$ cat src/rtl/calc_pkg.sv
// -----------------------------------------------------------------------------
// calc_pkg
// Shared encodings for the sequential calculator core.
//   op_e    : operation select as presented on i_op (add/sub/mul/div).
//   state_e : FSM state. The encoding is visible on o_state and drives the
//             display-select mux, so the values are fixed.
// -----------------------------------------------------------------------------
package calc_pkg;

  typedef enum logic [1:0] {
    OP_ADD = 2'b00,
    OP_SUB = 2'b01,
    OP_MUL = 2'b10,
    OP_DIV = 2'b11
  } op_e;

  typedef enum logic [1:0] {
    IDLE_A = 2'b00,
    WAIT_B = 2'b01,
    EXEC   = 2'b10,
    SHOW   = 2'b11
  } state_e;

endpackage

$ cat src/rtl/seq_divider.sv
// -----------------------------------------------------------------------------
// seq_divider
// Unsigned restoring divider, one quotient bit per cycle.
//   i_clk, i_rst_n : clock, asynchronous active-low reset
//   i_start        : load dividend/divisor and begin (ignored on abort)
//   i_abort        : drop any division in progress
//   i_dividend     : WIDTH-bit dividend
//   i_divisor      : WIDTH-bit divisor (caller screens out zero)
//   o_quotient     : quotient, valid in the cycle o_done is high
//   o_busy         : high for the WIDTH shift/subtract cycles
//   o_done         : high during the last shift/subtract cycle
// The final step is presented combinationally so the caller can capture the
// quotient on the same edge that retires the last step; this keeps the caller's
// EXEC phase at exactly one load cycle plus WIDTH step cycles.
// -----------------------------------------------------------------------------
module seq_divider #(
  parameter int WIDTH = 20
) (
  input  logic             i_clk,
  input  logic             i_rst_n,
  input  logic             i_start,
  input  logic             i_abort,
  input  logic [WIDTH-1:0] i_dividend,
  input  logic [WIDTH-1:0] i_divisor,
  output logic [WIDTH-1:0] o_quotient,
  output logic             o_busy,
  output logic             o_done
);

  localparam int CW = $clog2(WIDTH + 1);

  logic [WIDTH-1:0] rem_q, quo_q, dvs_q;
  logic [CW-1:0]    cnt_q;
  logic             busy_q;

  logic [WIDTH:0]   shifted;
  logic [WIDTH-1:0] diff, rem_next, quo_next;
  logic             fits;

  // One restoring step. The partial remainder is always below the divisor, so
  // after a successful subtract the difference fits in WIDTH bits and the
  // modular WIDTH-bit subtraction is exact.
  always_comb begin
    shifted = {rem_q, quo_q[WIDTH-1]};
    fits    = (shifted >= {1'b0, dvs_q});
    diff    = shifted[WIDTH-1:0] - dvs_q;
    if (fits) begin
      rem_next = diff;
      quo_next = {quo_q[WIDTH-2:0], 1'b1};
    end else begin
      rem_next = shifted[WIDTH-1:0];
      quo_next = {quo_q[WIDTH-2:0], 1'b0};
    end
  end

  always_ff @(posedge i_clk or negedge i_rst_n) begin
    if (!i_rst_n) begin
      rem_q  <= '0;
      quo_q  <= '0;
      dvs_q  <= '0;
      cnt_q  <= '0;
      busy_q <= 1'b0;
    end else if (i_abort) begin
      cnt_q  <= '0;
      busy_q <= 1'b0;
    end else if (i_start) begin
      rem_q  <= '0;
      quo_q  <= i_dividend;
      dvs_q  <= i_divisor;
      cnt_q  <= CW'(WIDTH);
      busy_q <= 1'b1;
    end else if (busy_q) begin
      rem_q <= rem_next;
      quo_q <= quo_next;
      cnt_q <= cnt_q - CW'(1);
      if (cnt_q == CW'(1)) busy_q <= 1'b0;
    end
  end

  assign o_quotient = quo_next;
  assign o_busy     = busy_q;
  assign o_done     = busy_q && (cnt_q == CW'(1));

endmodule

$ cat src/rtl/calc_engine.sv
// -----------------------------------------------------------------------------
// calc_engine
// Sequential signed-magnitude calculator: operand A, operand B + op, result.
// The result can be chained back in as the next operand A.
//   i_clk, i_rst_n : clock, asynchronous active-low reset
//   i_operand      : unsigned operand magnitude
//   i_enter        : one-cycle enter pulse
//   i_clear        : one-cycle synchronous clear (wins over i_enter)
//   i_op           : 00 add, 01 sub, 10 mul, 11 div (sampled with operand B)
//   o_result       : result magnitude (valid in SHOW)
//   o_sign         : result sign, 1 = negative
//   o_err          : overflow / divide by zero / division not built
//   o_busy         : high while in EXEC
//   o_done         : one-cycle pulse on entry to SHOW
//   o_state        : current state encoding (display select)
// Build option: define CALC_DIV_EN to instantiate seq_divider. Without it,
// op 11 completes in one EXEC cycle with the error flag set.
// -----------------------------------------------------------------------------
module calc_engine
  import calc_pkg::*;
#(
  parameter int          WIDTH   = 20,
  parameter int unsigned MAX_VAL = 999999
) (
  input  logic             i_clk,
  input  logic             i_rst_n,
  input  logic [WIDTH-1:0] i_operand,
  input  logic             i_enter,
  input  logic             i_clear,
  input  logic [1:0]       i_op,
  output logic [WIDTH-1:0] o_result,
  output logic             o_sign,
  output logic             o_err,
  output logic             o_busy,
  output logic             o_done,
  output logic [1:0]       o_state
);

  localparam int            PW       = 2 * WIDTH;
  localparam logic [PW-1:0] MAX_WIDE = PW'(MAX_VAL);

  state_e           state_q, state_next;
  op_e              op_q;
  logic             a_sign_q;
  logic [WIDTH-1:0] a_mag_q, b_mag_q, result_q;
  logic             sign_q, err_q, done_q;

  logic load_a, chain_a, load_b, show_load, err_ack;

  // Two extra bits: one for the sign, one so |A| + B cannot wrap.
  logic signed [WIDTH+1:0] a_val, b_val, sum;
  logic [WIDTH+1:0]        sum_mag;
  logic [PW-1:0]           raw_mag;
  logic                    raw_neg, raw_err;
  logic [WIDTH-1:0]        res_mag;
  logic                    res_neg, res_err;

`ifdef CALC_DIV_EN
  logic             div_start, div_busy, div_done;
  logic [WIDTH-1:0] div_q;

  seq_divider #(.WIDTH(WIDTH)) u_div (
    .i_clk      (i_clk),
    .i_rst_n    (i_rst_n),
    .i_start    (div_start),
    .i_abort    (i_clear),
    .i_dividend (a_mag_q),
    .i_divisor  (b_mag_q),
    .o_quotient (div_q),
    .o_busy     (div_busy),
    .o_done     (div_done)
  );
`endif

  // NOTE: sequential state uses non-blocking assignments so every register
  // samples pre-edge values regardless of block ordering.
  always_ff @(posedge i_clk or negedge i_rst_n) begin
    if (!i_rst_n) state_q <= IDLE_A;
    else          state_q <= state_next;
  end

  // NOTE: every output of this block gets a default first, so no path through
  // the case statement leaves a signal unassigned and infers a latch.
  always_comb begin
    state_next = state_q;
    load_a     = 1'b0;
    chain_a    = 1'b0;
    load_b     = 1'b0;
    show_load  = 1'b0;
    err_ack    = 1'b0;
`ifdef CALC_DIV_EN
    div_start  = 1'b0;
`endif
    if (i_clear) begin
      state_next = IDLE_A;
    end else begin
      case (state_q)
        IDLE_A: if (i_enter) begin
          state_next = WAIT_B;
          load_a     = 1'b1;
        end
        WAIT_B: if (i_enter) begin
          state_next = EXEC;
          load_b     = 1'b1;
        end
        EXEC: begin
`ifdef CALC_DIV_EN
          if (op_q != OP_DIV) begin
            state_next = SHOW;
            show_load  = 1'b1;
          end else if (!div_busy) begin
            // First EXEC cycle of a divide: screen zero, otherwise load.
            if (b_mag_q == '0) begin
              state_next = SHOW;
              show_load  = 1'b1;
            end else begin
              div_start = 1'b1;
            end
          end else if (div_done) begin
            state_next = SHOW;
            show_load  = 1'b1;
          end
`else
          state_next = SHOW;
          show_load  = 1'b1;
`endif
        end
        SHOW: if (i_enter) begin
          if (err_q) begin
            state_next = IDLE_A;
            err_ack    = 1'b1;
          end else begin
            state_next = WAIT_B;
            chain_a    = 1'b1;
          end
        end
        default: state_next = IDLE_A;
      endcase
    end
  end

  // Result datapath: raw signed-magnitude result, then the overflow screen.
  always_comb begin
    a_val = $signed({2'b00, a_mag_q});
    if (a_sign_q) a_val = -a_val;
    b_val   = $signed({2'b00, b_mag_q});
    sum     = (op_q == OP_SUB) ? (a_val - b_val) : (a_val + b_val);
    sum_mag = $unsigned(sum[WIDTH+1] ? -sum : sum);

    raw_mag = '0;
    raw_neg = 1'b0;
    raw_err = 1'b0;
    case (op_q)
      OP_ADD, OP_SUB: begin
        raw_mag = PW'(sum_mag);
        raw_neg = sum[WIDTH+1];  // a negative sum is never zero
      end
      OP_MUL: begin
        raw_mag = {{WIDTH{1'b0}}, a_mag_q} * {{WIDTH{1'b0}}, b_mag_q};
        raw_neg = a_sign_q && (raw_mag != '0);
      end
      OP_DIV: begin
`ifdef CALC_DIV_EN
        raw_mag = PW'(div_q);
        raw_neg = a_sign_q && (div_q != '0);
        raw_err = (b_mag_q == '0);
`else
        raw_err = 1'b1;
`endif
      end
    endcase

    if (raw_err || (raw_mag > MAX_WIDE)) begin
      res_mag = '0;
      res_neg = 1'b0;
      res_err = 1'b1;
    end else begin
      res_mag = raw_mag[WIDTH-1:0];
      res_neg = raw_neg;
      res_err = 1'b0;
    end
  end

  always_ff @(posedge i_clk or negedge i_rst_n) begin
    if (!i_rst_n) begin
      op_q     <= OP_ADD;
      a_sign_q <= 1'b0;
      a_mag_q  <= '0;
      b_mag_q  <= '0;
      result_q <= '0;
      sign_q   <= 1'b0;
      err_q    <= 1'b0;
      done_q   <= 1'b0;
    end else if (i_clear) begin
      a_sign_q <= 1'b0;
      a_mag_q  <= '0;
      b_mag_q  <= '0;
      result_q <= '0;
      sign_q   <= 1'b0;
      err_q    <= 1'b0;
      done_q   <= 1'b0;
    end else begin
      done_q <= show_load;
      if (load_a) begin
        a_sign_q <= 1'b0;
        a_mag_q  <= i_operand;
      end else if (chain_a) begin
        a_sign_q <= sign_q;
        a_mag_q  <= result_q;
      end
      if (load_b) begin
        b_mag_q <= i_operand;
        op_q    <= op_e'(i_op);
      end
      if (show_load) begin
        result_q <= res_mag;
        sign_q   <= res_neg;
        err_q    <= res_err;
      end else if (err_ack) begin
        err_q <= 1'b0;
      end
    end
  end

  assign o_result = result_q;
  assign o_sign   = sign_q;
  assign o_err    = err_q;
  assign o_busy   = (state_q == EXEC);
  assign o_done   = done_q;
  assign o_state  = state_q;

endmodule
$ cat config.mk
export PLATFORM = sky130hd
export DESIGN_NAME = calc_engine
export DESIGN_NICKNAME = d
export VERILOG_FILES = /design/src/rtl/calc_pkg.sv /design/src/rtl/seq_divider.sv /design/src/rtl/calc_engine.sv
export SDC_FILE = /design/constraint.sdc
export NUM_CORES = 1
export LEC_CHECK = 0
export CAP_MARGIN = 20
export CORE_MARGIN = 1
export CORE_UTILIZATION = 39
export DETAILED_ROUTE_END_ITERATION = 6
export GPL_TIMING_DRIVEN = 0
export PLACE_DENSITY = 0.61
export SYNTH_ARGS = -nofsm -noshare
export SYNTH_HDL_FRONTEND = slang
export SYNTH_HIERARCHICAL = 1
export SYNTH_SLANG_ARGS = --single-unit
$ cat constraint.sdc
create_clock -name i_clk -period 15.02 [get_ports i_clk]
set_input_delay 3.004 -clock i_clk [delete_from_list [all_inputs] [get_ports i_clk]]
set_output_delay 3.004 -clock i_clk [all_outputs]
set_load 0.005 [all_outputs]
Yosys cells after proc, flatten, opt, wreduce, memory -nomap -nowiden
Cells that the tools add are included.
{ "word_totals": {"ff_bits": 68, "in_bits": 26, "elab_cells": 83, "output_inout_bits": 26} }
{ "op_classes": {"addsub": 4, "n_reduce_logical": 12, "bitwise_logic": 1, "n_eq_ne": 9, "order_cmp": 1, "muxes": 46, "mul": 1} }
{ "ops": {"columns": ["op", "n"], "rows": [
  ["20-bit 2-to-1 mux", 8],
  ["40-bit one-hot mux with 2 select lines", 1],
  ["22-bit 2-to-1 mux", 3],
  ["40-bit by 20-bit greater-than comparator with 1-bit output, second input constant", 1],
  ["20-bit by 20-bit multiplier with 40-bit output", 1],
  ["40-bit nonzero test", 1],
  ["1-bit 2-to-1 mux", 28],
  ["22-bit by 21-bit adder with 22-bit output", 1],
  ["20-bit negation with 22-bit output", 1],
  ["22-bit negation", 1],
  ["22-bit by 21-bit subtractor with 22-bit output", 1],
  ["3-bit != test, second input constant", 3],
  ["2-bit == test, second input constant", 4],
  ["2-bit 2-to-1 mux", 4],
  ["2-bit one-hot mux with 4 select lines", 1],
  ["3-bit nonzero test", 2],
  ["2-bit by 1-bit == test with 1-bit output, second input constant", 2],
  ["2-bit logical NOT", 2],
  ["2-bit nonzero test", 2],
  ["3-bit AND reduction", 1],
  ["1-bit one-hot mux with 2 select lines", 1],
  ["2-bit AND reduction", 1],
  ["2-bit OR reduction", 1],
  ["1-bit logical AND", 1],
  ["2 further kinds", 2]
]} }

Logic depth before layout (Yosys ltp)
{ "logic_depth": {"word_depth": 12, "ltp_mapped": 32, "ltp_nobuf": 28} }

Worst setup path before layout
OpenSTA, ideal clock, no wires.
{ "synth_path": {"path_type": "reg-to-reg", "start": "register a_mag_q[1]", "end": "register result_q[19] (netlist: o_result[19])", "arrival_ns": 7.785, "setup_slack_ns": 7.170, "setup_ns": 0.066, "n_path_buf": 4, "t_required_ns": 14.954, "period_less_slack_ns": 7.850, "stages_incl_launch_ff": 29, "cell_sequence": "dfrtp_1 -> clkbuf_1 -> clkbuf_1 -> nand2_1 -> fa_1 -> fa_1 -> inv_1 -> fa_1 -> fa_1 -> fa_1 -> fa_1 -> inv_1 -> fa_1 -> inv_1 -> ha_1 -> clkbuf_1 -> nand2_1 -> a21oi_1 -> a21bo_2 -> a21oi_1 -> a21oi_1 -> or3_1 -> a221oi_1 -> nand4_1 -> a2111oi_0 -> a21oi_1 -> a2111oi_4 -> buf_6 -> a22o_1"} }
{ "synth_between": {"elab_chain_cells": 12, "word_cells_on_any_way": 14, "cone_classes": "add/sub (4); mul (1); order compare (1); mux (7); reduce/logical (1)"} }
{ "synth_lines": {"columns": ["item", "line", "text"], "rows": [
  ["start: declaration", "calc_engine.sv:45", "logic [WIDTH-1:0] a_mag_q, b_mag_q, result_q;"],
  ["start signal: assignment", "calc_engine.sv:206", "a_mag_q <= i_operand;"],
  ["start signal: assignment", "calc_engine.sv:209", "a_mag_q <= result_q;"],
  ["20-bit negation with 22-bit output", "calc_engine.sv:145", "if (a_sign_q) a_val = -a_val;"],
  ["22-bit 2-to-1 mux", "calc_engine.sv:145", null],
  ["22-bit by 21-bit adder with 22-bit output or 22-bit by 21-bit subtractor with 22-bit output (tied branches)", "calc_engine.sv:147", "sum = (op_q == OP_SUB) ? (a_val - b_val) : (a_val + b_val);"],
  ["22-bit 2-to-1 mux", "calc_engine.sv:147", null],
  ["22-bit negation", "calc_engine.sv:148", "sum_mag = $unsigned(sum[WIDTH+1] ? -sum : sum);"],
  ["22-bit 2-to-1 mux", "calc_engine.sv:148", null],
  ["40-bit one-hot mux with 2 select lines (*)", "calc_engine.sv:153", "case (op_q)"],
  ["40-bit by 20-bit greater-than comparator with 1-bit output", "calc_engine.sv:173", "if (raw_err || (raw_mag > MAX_WIDE)) begin"],
  ["1-bit logical OR", "calc_engine.sv:173", null],
  ["20-bit 2-to-1 mux (*)", "calc_engine.sv:173", null],
  ["20-bit 2-to-1 mux (*)", "calc_engine.sv:215", "if (show_load) begin"],
  ["20-bit 2-to-1 mux (*)", "calc_engine.sv:194", "end else if (i_clear) begin"],
  ["end signal: assignment", "calc_engine.sv:216", "result_q <= res_mag;"],
  ["end: declaration", "calc_engine.sv:45", null]
]} }
Every way passes the cells marked *; elsewhere a longest branch is shown, timed or not. The select of a mux whose other input is x is not followed.
A chain may end at the register's enable or synchronous reset.

Final worst setup path
{ "layout_path": {"start": "register a_mag_q[1]", "end": "register result_q[16] (netlist: o_result[16])"} }
Same word-level chain as after synthesis.

==> qor.yml <==
status: "completed"
critPathBufInv: 8
io_pins: 52
cts_resized: 0
layout_common_cells: "392 x inv_1, 321 x fa_1, 289 x nand2_1"
place_ws_ns: 5.07
worstPathMaxFanout: 10
grt_max_degree: 69
num-fill-cells: 4945
track_usage: 0.275
slew_viol_final: 0
syn_nets: 2823
yosysTopAreaCellShare: 0.327
ys.flop_type: "dfrtp_1"
synth.distinct_cells: 81
cpMostUsedCell: "fa_1"
vdd_ir_drop_max_v: 0.000121
max_freq_ghz: 0.0981
avgSynthCellArea_sq_um: 8.55
cp.required_ns: 15.31
cts_setup_buffers: 0
hold_path_class: "flop to flop"
cts_hold_buf: 0
crit_arrival_ns: 10.48
layout_worst_path_cycle_share: 0.678
first_pass_iters: 5
dieWidth_um: 226
syn_to_final_growth_pct: 8.51
yosysWarnings: 6
cts_tree: "yes"
htreeDepth: 3
routedWlPerCell_um: 22.3
finalPower_mw: 2.78
clk_pin_slew_ns: 0.06
netlist_top_cells_area: "fa_1 33%, ha_1 11%, dfrtp_1 8.7%"
routed.top_layer: "met4"
fin_skew_ns: 0.00811
synth_top_family_by_area: "adder cells"
clkLatencyLatePin_ns: 0.35
powerDensity_nw_per_um2: 130
grt_overflow: 0
viasPerCell: 5.57
start_util: 0.398
crit_type: "flop to flop"
yosysSeqAreaShare: 0.0867
ant_nets: 0
worstMarginPinSlew_ns: 0.991
met3_length_um: 5300
synth_compound_area_frac: 0.136
final_common_cell: "inv_1"
p_leak_nw: 10.4
antenna_found_initial: 0
port_buffers: 51
synth_simple_gate_area_frac: 0.182
syn_inst: 2296
cts_buffers: 9
clockRootBuffer: "clkbuf_16"
gpl.final_weighted_congestion: 0.974
row_count: 81
synth_mux_area_frac: 0.0113
maxCapViolations: 0
synth-seq-cells: 68
wirelength_met1_um: 29900
rsz0062_at_grt: "false"
nets: 2886
relSlewSlack: 0.322
core_sq_um: 49300
cp-start-kind: "flop"
grt_pass1_wl_um: 105000
setup_tns_ns: 0
clock_sinks: 68
slowest_stage: "clkbuf_1"
wl_um: 67500
endpoint_kind: "flop"
setup_slack_ns: 4.83
max_stage_delay_ns: 0.75
dp.final_hpwl_um: 55700
synth_top_area_cell: "fa_1"
synthAdderAreaFrac: 0.442
drc: 0
timing.final.hold_violations: 0
async_reset_ff_frac: 1.00
clk_path_buf_depth: 2
syn_area_sq_um: 19600
critPathTopFamily: "adder cells"
period_needed_ns: 10.19
grt_pass1_vias: 17500
synthXorXnorAreaFrac: 0.0401
n_antenna_cell: 0
wl_met2_um: 30300
die_y_um: 226
setup_violations: 0
drt_iter0_markers: 1565
vias: 16900
synth_edf_count: 0
fp.dieArea_sq_um: 51200
drive_gt1_frac: 0.0216
-- synth_stat cells (4+ instances only) --
cell type	n
inv_1	392
fa_1	321
nand2_1	289
and2_1	213
ha_1	180
clkbuf_1	123
a21oi_1	77
o21ai_0	69
dfrtp_1	68
nor2_1	65
xnor2_1	64
a22o_1	43
o31ai_1	35
xor2_1	24
mux2i_1	21
nor3_1	21
a211oi_1	19
nand3_1	19
a21o_1	18
nand4_1	17
a31oi_1	15
o21a_1	15
nand2b_1	12
o211ai_1	10
nor2b_1	9
nor4_1	9
or3_1	9
and3_1	8
or4_1	8
o22ai_1	7
o41ai_1	7
a221oi_1	6
and4_1	6
or2_2	5
a21boi_0	4
a31o_2	4
buf_1	4
nand3b_1	4
o211a_1	4
o311ai_0	4
-- routing by layer --
layer	GRT usage	vias up
met5	0	-
met4	0.0798	0
met3	0.0525	115
met2	0.427	679
met1	0.387	8571
li1	-	7513
-- cells by family after synthesis --
group	count (synthesis)
multiplexers	22
AND/OR/NAND/NOR	708
buffers and inverters	525
flip-flops	68
XOR/XNOR	89
AO/OA/AOI/OAI	383
adder cells (fa/ha/maj)	501
-- power by group --
part           total, mW  switching (mW)  internal [mW]
combinational       2.26            1.45          0.805
sequential         0.279          0.0607          0.218
clock              0.240          0.0897          0.150
total               2.78            1.60           1.17
-- area by class of cell --
cell class                 count  area (sq um)  area share
sequential                    68          1700      0.0799
clock inverter                 6          86.3     0.00405
inverter                     392          1470      0.0691
multi-input combinational   1703         15900       0.748
timing repair buffer          52           513      0.0241
tap                          664           831      0.0390
clock buffer                  10           239      0.0112
buffer                       133           528      0.0248
-- sequential cells by signal, indices dropped and copies added, names as in the netlist --
signal and flops:
b_mag_q 20, o_err 1, o_sign 1, o_result 20
a_sign_q 1, op_q 2, o_done 1, o_state 2
a_mag_q 20
-- per-stage QoR --
stage          area [sq um]  hold WS (ns)  cells  utilization
6_report              21300         0.554   3028        0.432
5_1_grt               21300         0.565   3028        0.432
4_1_cts               21300         0.551   3028        0.432
3_5_place_dp          21000         0.529   3012        0.426
3_3_place_gp          21000         0.536   3011        0.426
2_1_floorplan         19600         0.520   2296            -
-- final timing paths --
| kind | from | endpoint | slack [ns] | depth (start not counted) |
|---|---|---|---|---|
| setup / recovery | a_mag_q[1]$_DFFE_PN0P_ | o_result[16]$_DFFE_PN0P_ | 4.83 | 29 |
| hold / removal | o_result[13]$_DFFE_PN0P_ | o_result[13]$_DFFE_PN0P_ | 0.55 | 1 |
| setup reg to reg | a_mag_q[1]$_DFFE_PN0P_ | o_result[16]$_DFFE_PN0P_ | 4.83 | 29 |
| hold reg to reg | o_result[13]$_DFFE_PN0P_ | o_result[13]$_DFFE_PN0P_ | 0.55 | 1 |
| max in group asynchronous | i_rst_n | b_mag_q[17]$_DFFE_PN0P_ | 11.67 | 1 |
| min in group asynchronous | i_rst_n | b_mag_q[3]$_DFFE_PN0P_ | 2.76 | 1 |
-- worst register-to-register path: cells and delay by family (launching register included) --
kind	cells	cell delay [ns]
adder cells (fa/ha/maj)	8	4.12
buffers and inverters	8	2.25
AO/OA/AOI/OAI	7	2.02
AND/OR/NAND/NOR	5	1.19
flip-flops	1	0.43
XOR/XNOR	1	0.11
No activity file was read; power rests on OpenSTA's default activity.
